===== src/rtl/alu_uart_interface.sv =====
// Frame sequencer between a UART and a combinational ALU: collects A, B, op
// bytes, presents them to the ALU, then hands the result to the transmitter.
module alu_uart_interface #(
   parameter int NB_DATA     = 8,
   parameter int NB_OP       = 6,
   parameter int TIMEOUT_CYC = 1000000
) (
   input  logic               i_clk,
   input  logic               i_rst_n,
   input  logic [NB_DATA-1:0] i_rx_data,
   input  logic               i_rx_done,
   input  logic               i_tx_busy,
   input  logic               i_tx_done,
   output logic               o_tx_start,
   output logic [NB_DATA-1:0] o_tx_data,
   output logic [NB_DATA-1:0] o_data_a,
   output logic [NB_DATA-1:0] o_data_b,
   output logic [NB_OP-1:0]   o_operation_code,
   input  logic [NB_DATA-1:0] i_alu_result,
   output logic               o_timeout,
   output logic               o_overrun
);

   localparam int CNT_W = ($clog2(TIMEOUT_CYC + 1) < 1) ? 1 : $clog2(TIMEOUT_CYC + 1);
   localparam logic [CNT_W-1:0] CNT_LAST = CNT_W'((TIMEOUT_CYC > 0) ? TIMEOUT_CYC - 1 : 0);
   localparam bit WDOG_EN = (TIMEOUT_CYC > 0);

   typedef enum logic [2:0] {
      WAIT_A, WAIT_B, WAIT_OP, EXEC, SEND, WAIT_TX
   } state_e;

   state_e             state_q, state_d;
   logic [CNT_W-1:0]   cnt_q, cnt_d;
   logic [NB_DATA-1:0] data_a_q, data_a_d;
   logic [NB_DATA-1:0] data_b_q, data_b_d;
   logic [NB_OP-1:0]   op_q, op_d;
   logic [NB_DATA-1:0] tx_data_q, tx_data_d;
   logic               tx_start_q, tx_start_d;
   logic               timeout_q, timeout_d;
   logic               overrun_q, overrun_d;

   // Upper op-byte bits are intentionally discarded.
   generate
      if (NB_OP < NB_DATA) begin : g_op_trunc
         logic unused_op_hi;
         assign unused_op_hi = ^i_rx_data[NB_DATA-1:NB_OP];
      end
   endgenerate

   always_comb begin
      state_d    = state_q;
      cnt_d      = cnt_q;
      data_a_d   = data_a_q;
      data_b_d   = data_b_q;
      op_d       = op_q;
      tx_data_d  = tx_data_q;
      tx_start_d = 1'b0;
      timeout_d  = 1'b0;
      overrun_d  = overrun_q;
      unique case (state_q)
         WAIT_A: begin
            cnt_d = '0;
            if (i_rx_done) begin
               data_a_d = i_rx_data;
               state_d  = WAIT_B;
            end
         end
         WAIT_B, WAIT_OP: begin
            // An arriving byte takes priority over an expiring watchdog.
            if (i_rx_done) begin
               cnt_d = '0;
               if (state_q == WAIT_B) begin
                  data_b_d = i_rx_data;
                  state_d  = WAIT_OP;
               end else begin
                  op_d    = i_rx_data[NB_OP-1:0];
                  state_d = EXEC;
               end
            end else if (WDOG_EN && cnt_q == CNT_LAST) begin
               timeout_d = 1'b1;
               cnt_d     = '0;
               state_d   = WAIT_A;
            end else if (WDOG_EN) begin
               cnt_d = cnt_q + CNT_W'(1);
            end
         end
         EXEC: begin
            tx_data_d = i_alu_result;
            state_d   = SEND;
         end
         SEND: begin
            if (!i_tx_busy) begin
               tx_start_d = 1'b1;
               state_d    = WAIT_TX;
            end
         end
         WAIT_TX: begin
            if (i_tx_done) state_d = WAIT_A;
         end
         default: state_d = WAIT_A;
      endcase
      if (i_rx_done && (state_q == EXEC || state_q == SEND || state_q == WAIT_TX))
         overrun_d = 1'b1;
   end

   always_ff @(posedge i_clk or negedge i_rst_n) begin
      if (!i_rst_n) begin
         state_q    <= WAIT_A;
         cnt_q      <= '0;
         data_a_q   <= '0;
         data_b_q   <= '0;
         op_q       <= '0;
         tx_data_q  <= '0;
         tx_start_q <= 1'b0;
         timeout_q  <= 1'b0;
         overrun_q  <= 1'b0;
      end else begin
         state_q    <= state_d;
         cnt_q      <= cnt_d;
         data_a_q   <= data_a_d;
         data_b_q   <= data_b_d;
         op_q       <= op_d;
         tx_data_q  <= tx_data_d;
         tx_start_q <= tx_start_d;
         timeout_q  <= timeout_d;
         overrun_q  <= overrun_d;
      end
   end

   assign o_tx_start       = tx_start_q;
   assign o_tx_data        = tx_data_q;
   assign o_data_a         = data_a_q;
   assign o_data_b         = data_b_q;
   assign o_operation_code = op_q;
   assign o_timeout        = timeout_q;
   assign o_overrun        = overrun_q;

endmodule


===== config.mk =====
export PLATFORM = sky130hd
export DESIGN_NAME = alu_uart_interface
export DESIGN_NICKNAME = d
export VERILOG_FILES = /design/src/rtl/alu_uart_interface.sv
export SDC_FILE = /design/constraint.sdc
export NUM_CORES = 1
export LEC_CHECK = 0
export ABC_AREA = 1
export BUFFER_PORTS_ARGS = -buffer_cell sky130_fd_sc_hd__buf_2
export CAP_MARGIN = 25
export CORE_ASPECT_RATIO = 2
export CORE_MARGIN = 2
export CORE_UTILIZATION = 39
export CTS_CLUSTER_SIZE = 14
export DETAILED_ROUTE_END_ITERATION = 8
export GPL_ROUTABILITY_DRIVEN = 0
export PLACE_DENSITY = 0.69
export SETUP_SLACK_MARGIN = 0.4
export SYNTH_ARGS = -nofsm -noshare
export SYNTH_HDL_FRONTEND = slang
export SYNTH_SLANG_ARGS = --single-unit

===== constraint.sdc =====
create_clock -name i_clk -period 2.35 [get_ports i_clk]
set_input_delay 0.235 -clock i_clk [delete_from_list [all_inputs] [get_ports i_clk]]
set_output_delay 0.235 -clock i_clk [all_outputs]
set_load 0.01 [all_outputs]

# After elaboration in Yosys (flattened, before gate mapping)
# Cells that the tools add are included.
# word_totals
out_inout_bits,33
inputBits,21
word_cells,46
register_bits,56
# classes
reduce_logical,10
n_eq_ne,10
mux,15
bitwise_logic,1
n_addsub,1
# ops
cell,n
20-bit two-way mux,2
20-bit case mux with 2 select lines,1
20-bit by 1-bit adder with 20-bit output (second input constant),1
20-bit == test (second input constant),1
3-bit two-way mux,5
3-bit case mux with 5 select lines,1
3-bit by 2-bit == test with 1-bit output (second input constant),2
3-bit == test (second input constant),2
1-bit two-way mux,6
2-bit inequality test (second input constant),3
3-bit AND reduction,2
4-bit AND reduction,1
3-bit by 1-bit == test with 1-bit output (second input constant),1
3-bit logical NOT,1
3-bit inequality test (second input constant),1
1-bit logical OR,2
2-bit AND reduction,1
2-bit nonzero test,1
2-bit OR reduction,1
1-bit logical AND,1
1-bit inverter,1

# Logic depth before layout (Yosys ltp)
# Gate-level depths: netlist (run 1).
# logic_depth
ltp_word,4
mapped_depth,10
depth_no_buf,10

# Worst setup path after synthesis (run 1)
# Ideal clock, no wire load.
# synth_timing
kind,flip-flop to flip-flop
start,register cnt_q[0]
end,register cnt_q[10]
n_path_buf,1
required_ps,2231
arrival_time_ps,1334
path_stages_with_launch,8
period_less_slack_ps,1453
path_slack_ps,897
setup_ps,119
cell_sequence,dfrtp_1 ha_1 inv_1 nor3_2 nand3_2 a21oi_4 buf_8 nor2_2
# synth_between
elab_chain_cells,4
word_cells_on_any_way,5
classes_between,add/sub: 1; eq/ne: 1; mux: 3
# synth_lines
element,line,source
"start, declared",33,"logic [CNT_W-1:0] cnt_q, cnt_d;"
"start signal, assigned",119,cnt_q <= cnt_d;
20-bit by 1-bit adder with 20-bit output or 20-bit == test (tied branches),"84, 79",
20-bit two-way mux (*),79,end else if (WDOG_EN && cnt_q == CNT_LAST) begin
20-bit two-way mux (*),70,if (i_rx_done) begin
20-bit case mux with 2 select lines (*),60,unique case (state_q)
# Mark *: on every way between the ends. The rest lies on a longest branch, timed or not.
# A chain may end at the register's enable or synchronous reset.

# Final worst setup path (run 1)
# layout_timing
start,register cnt_q[0]
end,register cnt_q[15]
# The elaborated chain is that of the path after synthesis.

==> run metrics, run 1 <==
status=completed; Setup Total Neg Slack=0 ns; Root Buffer=clkbuf_16; num ports=54; Layout area overhead=20.09%; largest net degree at the start of global routing=48; post_cts resized=0; worst slew pin tran=0.6010 ns; first-pass GRT wire length=10,530 µm; Non-Filler Instances=459; first drt pass iteration count=4; clk buf depth=2; slew margin rel.=59.93%; final cell utilization of the core=48.02%; sequential-to-total area share from yosys stat=52.93%; Max VDD drop=933.4 µV; DR DRC count=0; Mapped Nets=335; Syn Area/Cell=8.459 µm²; Worst Path Arrival=1.90 ns; Crit Path Max Fanout=13; r2r worst-path depth=6; leakage=1.554 nW; GR Util All Layers=17.99%; Cell Pwr Density=1093 nW/µm²; Async SR Flop Fraction=100.0%; Worst Hold Class=primary input to flip-flop; antenna violations before repair=0; Fin. Hold Viols=0; FF+latch count, synth=56; TritonCTS Buffers=5; Final Net Count=392; # H-tree levels=2; Critical Path RT=2.51 ns; Row Count=42; dpl hpwl=4758 µm; startpoint class of the critical path=flip-flop; port buffer count=53; ant diodes=0; vias=2,240; wirelength, routed=6174 µm; share of cells above drive strength 1=23.72%; max-slew violation count=0; Worst-path clk slew=0.07 ns; grt total ovfl=0; part of the cycle the worst path needs=74.01%; WS Path Type=flip-flop to flip-flop; Final setup violation count=0; total power=3.475 mW; Netlist Area Pre-Place=2648 µm²; Initial Util=39.98%; drt via density=4.880; chip height=120.5 µm; DR iter-0 viols=56; min Tclk post-route=1.739 ns; RSZ-0062 raised after global routing=no; minimum hold slack=0.1054 ns; Worst-Skew Late Latency=0.29 ns; full die area=7504 µm²; Achievable Freq=0.5750 GHz; WL/cell=13.45 µm; core area=6621 µm²; CTS tree=done; Worst Setup End Kind=flip-flop; Distinct cells, synth=31; vias in the first global route=2,266; Post-synth EDFFs=0; ys flop type=dfrtp_1; max_cap viols=0; synth warn=0; Worst Skew=0.004515 ns; Final ANT Viol Nets=0; Hold Path Cell Cnt=2; synthesized instance count=313; placed cells=450; clock sinks=56; die width=62.26 µm
[metrics by stage]
step           cell area (µm²)  setup slack (ns)
5_1_grt                   3179            0.4457
6_report                  3179            0.6108
2_1_floorplan             2648            0.8973
3_5_place_dp              2992            0.6334
4_1_cts                   3179            0.6126
3_3_place_gp              2992            0.6834
[layer usage]
metal / global-route usage (%) / vias up / share of wire [%]
li1: - / 1102 / -
met1: 18.75 / 1038 / 37
met2: 33.08 / 81 / 55
met3: 2.791 / 19 / 4.3
met4: 11.53 / 0 / 4.0
met5: 0 / - / 0
[registers in the layout, indices dropped and copies added (netlist names), 3 cells and up]
register,flops
cnt_q,20
o_data_a,8
o_data_b,8
o_operation_code,6
o_tx_data,8
state_q,3
[power breakdown]
group | leakage (nW) | internal (mW) | switching, mW
Combinational | 0.740 | 0.409 | 0.766
Sequential | 0.727 | 1.25 | 0.175
Clock | 0.0871 | 0.534 | 0.345
[kinds of logic (layout without fill, tap and decap cells)]
| kind of cell | Yosys count | count (layout) | synth area share [%] |
|---|---|---|---|
| AOI/OAI and AO/OA | 38 | 38 | 8.033 |
| and+or+nand+nor | 171 | 171 | 29.25 |
| DFF | 56 | 56 | 52.93 |
| xor gates and xnor gates | 8 | 8 | 2.647 |
| adders and majority gates | 1 | 1 | 0.4725 |
| buffers and inverters | 39 | 97 | 6.663 |
[what timing repair did]
item	in CTS	in global routing
setup buffers	0	0
endpoints found under the hold margin	9	0
hold buffers	1	0
[worst paths after layout]
kind | start | endpoint | slack [ns]
max | cnt_q[0]$_DFFE_PN0P_ | cnt_q[15]$_DFFE_PN0P_ | 0.61
min | i_tx_busy | o_tx_start$_DFF_PN0_ | 0.11
max reg2reg | cnt_q[0]$_DFFE_PN0P_ | cnt_q[15]$_DFFE_PN0P_ | 0.61
min reg2reg | o_tx_data[7]$_DFFE_PN0N_ | o_tx_data[7]$_DFFE_PN0N_ | 0.47
max in group asynchronous | i_rst_n | cnt_q[15]$_DFFE_PN0P_ | 1.16
min in group asynchronous | i_rst_n | o_tx_data[4]$_DFFE_PN0N_ | 0.35
[synthesized netlist by cell type (all sizes together), types with 3 or more instances]
master | n | share of area (%)
nand2 | 97 | 15
dfrtp | 56 | 53
nor2 | 42 | 7.5
inv | 33 | 4.9
o21ai | 29 | 5.5
nand3 | 18 | 3.8
nor3 | 9 | 1.9
nand4 | 5 | 1.2
xor2 | 5 | 1.7
a21oi | 4 | 1.2
buf | 3 | 1.2
xnor2 | 3 | 0.99
[layout by cell type, fill, tap and decap left out, drive strengths merged]
| cell | Yosys | layout |
|---|---|---|
| a21oi | 4 | 4 |
| a31oi | 2 | 2 |
| a2bb2oi | 1 | 1 |
| buf | 3 | 54 |
| ha | 1 | 1 |
| clkinv | 1 | 2 |
| inv | 33 | 33 |
| nor3 | 9 | 9 |
| nand2 | 97 | 97 |
| xnor2 | 3 | 3 |
| nand4 | 5 | 5 |
| dfrtp | 56 | 56 |
| bufinv | 0 | 1 |
| nor2 | 42 | 42 |
| nand3 | 18 | 18 |
| clkbuf | 2 | 6 |
| xor2 | 5 | 5 |
| o21ai | 29 | 29 |
| o21bai | 2 | 2 |
| dlygate4sd3 | 0 | 1 |
[final cells by class]
class | instances | area (µm²)
inverter | 34 | 137.6
sequential | 56 | 1401
multi-input combinational | 218 | 1070
clock inverter | 2 | 38.79
tap | 88 | 110.1
timing repair buffer | 55 | 282.8
clock buffer | 6 | 138.9
fill | 673 | 3442
[worst max-delay path: stages (launching register included)]
cell,delay (ns)
dfrtp_1,0.40
ha_1,0.18
inv_1,0.07
nor3_2,0.22
nand3_2,0.17
a21oi_4,0.47
a21oi_1,0.08
Power figures use the tool's default switching activity.
==> run 2, diff against run 1 <==
PLACE_DENSITY = 0.71   (was 0.69)
clock period = 1.45 ns   (was 2.35 ns; I/O delays follow)
==> run 2 against run 1 <==
Net effect:
- the run now ends with negative setup slack left
- register-to-register slack got worse by 0.69 ns
- total power rose by 120%
- critical path depth rose by 2
- wire length rose by 37%
- sequential cell count did not move
- worst setup slack got worse by 0.69 ns
- sequential power rose by 70%
- via count rose by 17%
- clock skew rose by 0.0025 ns
- non-clock buffer count rose by 51
- critical endpoint is now cnt_q[10]$_DFFE_PN0P_
==> run metrics, run 2 (same netlist as run 1, synthesis figures left out) <==
chip height=120.5 µm (unchanged); Worst R2R Start=cnt_q[0]$_DFFE_PN0P_; r2r worst-path depth=8 (+2); Worst Setup End Kind=flip-flop; worst slack, placed=-0.08121 ns (-0.7147 ns); min Tclk post-route=1.527 ns (-0.2123 ns); worst reg-to-reg setup slack=-0.08 ns (-0.69 ns); RSZ-0062 raised after global routing=yes; Crit Path Max Fanout=3 (-10); drt via density=5.123 (+5.0%); Initial Util=39.98% (unchanged); DR DRC count=0 (unchanged); Crit-path slowest cell=dfrtp_1; Non-Filler Instances=512 (+12%); DR iter-0 viols=187 (+230%); WS Path Type=flip-flop to flip-flop; max_cap viols=0 (unchanged); M1 wire length=2827 µm (+25%); Worst path max stage delay=0.43 ns (-0.04 ns); Worst Hold Class=primary input to flip-flop; # H-tree levels=2 (unchanged); final cell utilization of the core=62.89% (+15 points); CTS tree=done; dpl hpwl=4999 µm (+5.1%); vias in the first global route=2,615 (+15%); most frequent cells in the layout=nand2_1 (60), buf_2 (53), dfrtp_1 (51); num ports=54 (unchanged); status=finished with violations; Row Count=42 (unchanged); Achievable Freq=0.6549 GHz (+14%); reg2reg end=cnt_q[10]$_DFFE_PN0P_; metal2 WL=4921 µm (+45%); die width=62.26 µm (unchanged); grt total ovfl=0 (unchanged); leakage=1.963 nW (+26%); part of the cycle the worst path needs=105.3% (+31 points); antenna violations before repair=0 (unchanged); vias=2,623 (+17%); largest net degree at the start of global routing=57 (+19%); Max VDD drop=1456 µV (+56%); # fillers=518 (-23%); Final setup violation count=18 (+18); ant diodes=0 (unchanged); clk buf depth=2 (unchanged); Worst Path Arrival=1.72 ns (-0.18 ns); startpoint class of the critical path=flip-flop; Cell Pwr Density=1827 nW/µm² (+67%); Layout area overhead=57.28%; hold path endpoint=o_tx_data[5]$_DFFE_PN0N_; Final Net Count=445 (+14%); placed cells=474 (+5.3%); violated checks=negative setup slack; max-slew violation count=0 (unchanged); met3 WL=304 µm (+15%); max reg flops=20 (unchanged); full die area=7504 µm² (unchanged); Final ANT Viol Nets=0 (unchanged); setup slack after layout=-0.07694 ns (-0.6877 ns); Setup Total Neg Slack=-0.8152 ns (-0.8152 ns); core area=6621 µm² (unchanged); clock sinks=56 (unchanged); area of the multi-input gates=1533 µm² (+43%); hold path start=i_alu_result[5]; Root Buffer=clkbuf_16; Critical Path RT=1.64 ns (-0.87 ns); wirelength, routed=8483 µm (+37%); first drt pass iteration count=4 (unchanged); register area=1408 µm² (+0.45%); Hold Path Cell Cnt=3 (+1); worst slew pin tran=0.3997 ns (-0.2013 ns); slew margin rel.=73.35% (+13 points); Fin. Hold Viols=0 (unchanged); critical-path cell list=ha_4, inv_4, nor2_4, nand2_4, buf_6, nor3_4, xnor2_1, nor2_2; minimum hold slack=0.04179 ns (-0.06358 ns); TritonCTS Buffers=5 (unchanged); WL/cell=16.57 µm (+23%); commonest non-fill, non-tap cell in the layout=nand2_1; Worst-Skew Late Latency=0.30 ns (about the same); share of cells above drive strength 1=52.12% (+28 points); Worst Skew=0.006994 ns (+0.002479 ns); DR top layer=met4; GR Util All Layers=21.78% (+3.8 points); first-pass GRT wire length=12,680 µm (+20%); Reg with most FFs=cnt_q; port buffer count=53 (unchanged); Worst-path clk slew=0.07 ns (about the same)
run 2: cell types whose count changed in the layout (fill, tap and decap cells not counted), moves of 7 or more:
cell	before	now
nand2_1	92	60
buf_4	1	30
o21ai_0	28	2
nand2_2	3	25
buf_6	0	19
o21ai_2	0	15
nor2_1	28	18
o21ai_1	1	11
nand2_4	1	9
nor2_4	1	9
nand3_4	0	7
run 2: per-layer routing:
metal / vias to the layer above / GRT usage, %
met2: 91 / 42.26
li1: 1221 / -
met1: 1282 / 21.48
met3: 29 / 3.721
met4: 0 / 11.67
met5: - / 0
run 2: repair_timing:
| item | CTS | global route |
|---|---|---|
| cloned | 2 | 0 |
| hold endpoints to repair | 56 | 0 |
| buffers inserted | 13 | 14 |
| hold buffers | 1 | 0 |
| endpoints found under the setup margin | 55 | 56 |
| pin swaps | 26 | 30 |
| resized for setup | 71 | 62 |
run 2: through the flow:
step	instance area (µm²)	power, mW
detailed placement	3248	4.679
global placement	3248	4.628
finish	4164	7.608
floorplan	2725	3.751
global route	4164	7.989
CTS	3810	6.954
run 2: final cells by class:
| class | count | area share, % |
|---|---|---|
| Multi-Input combinational cell | 220 | 36.81 |
| Inverter | 34 | 3.726 |
| Sequential cell | 56 | 33.80 |
| Clock buffer | 6 | 3.095 |
| Timing Repair Buffer | 106 | 18.48 |
| Clock inverter | 2 | 1.442 |
| Tap cell | 88 | 2.644 |
run 2: worst max-delay path by stage:
| stage | startpoint | end | slack [ns] | cells after the start |
|---|---|---|---|---|
| after floorplan | cnt_q[0]$_DFFE_PN0P_ | cnt_q[2]$_DFFE_PN0P_ | 0.05 | 7 |
| final | cnt_q[0]$_DFFE_PN0P_ | cnt_q[10]$_DFFE_PN0P_ | -0.08 | 8 |
| after global placement | state_q[1]$_DFFE_PN0P_ | cnt_q[19]$_DFFE_PN0P_ | -0.06 | 9 |
| after global routing | cnt_q[0]$_DFFE_PN0P_ | cnt_q[16]$_DFFE_PN0P_ | -0.12 | 10 |
| after CTS | cnt_q[2]$_DFFE_PN0P_ | cnt_q[19]$_DFFE_PN0P_ | -0.0003 | 8 |
| after detailed placement | state_q[0]$_DFFE_PN0P_ | cnt_q[19]$_DFFE_PN0P_ | -0.08 | 9 |
run 2: critical path: cells and delay by family, from the launching register on:
| family | cells | cell delay, ns |
|---|---|---|
| XOR/XNOR | 1 | 0.16 |
| adder cells (fa/ha/maj) | 1 | 0.18 |
| flip-flops | 1 | 0.43 |
| buffers and inverters | 2 | 0.18 |
| AND/OR/NAND/NOR | 4 | 0.46 |
run 2: power by group:
group	switching, mW	leakage, nW	internal, mW	total, mW
clock	0.566	0.0911	0.992	1.56
sequential	0.379	0.720	2.03	2.41
combinational	2.02	1.15	1.63	3.64
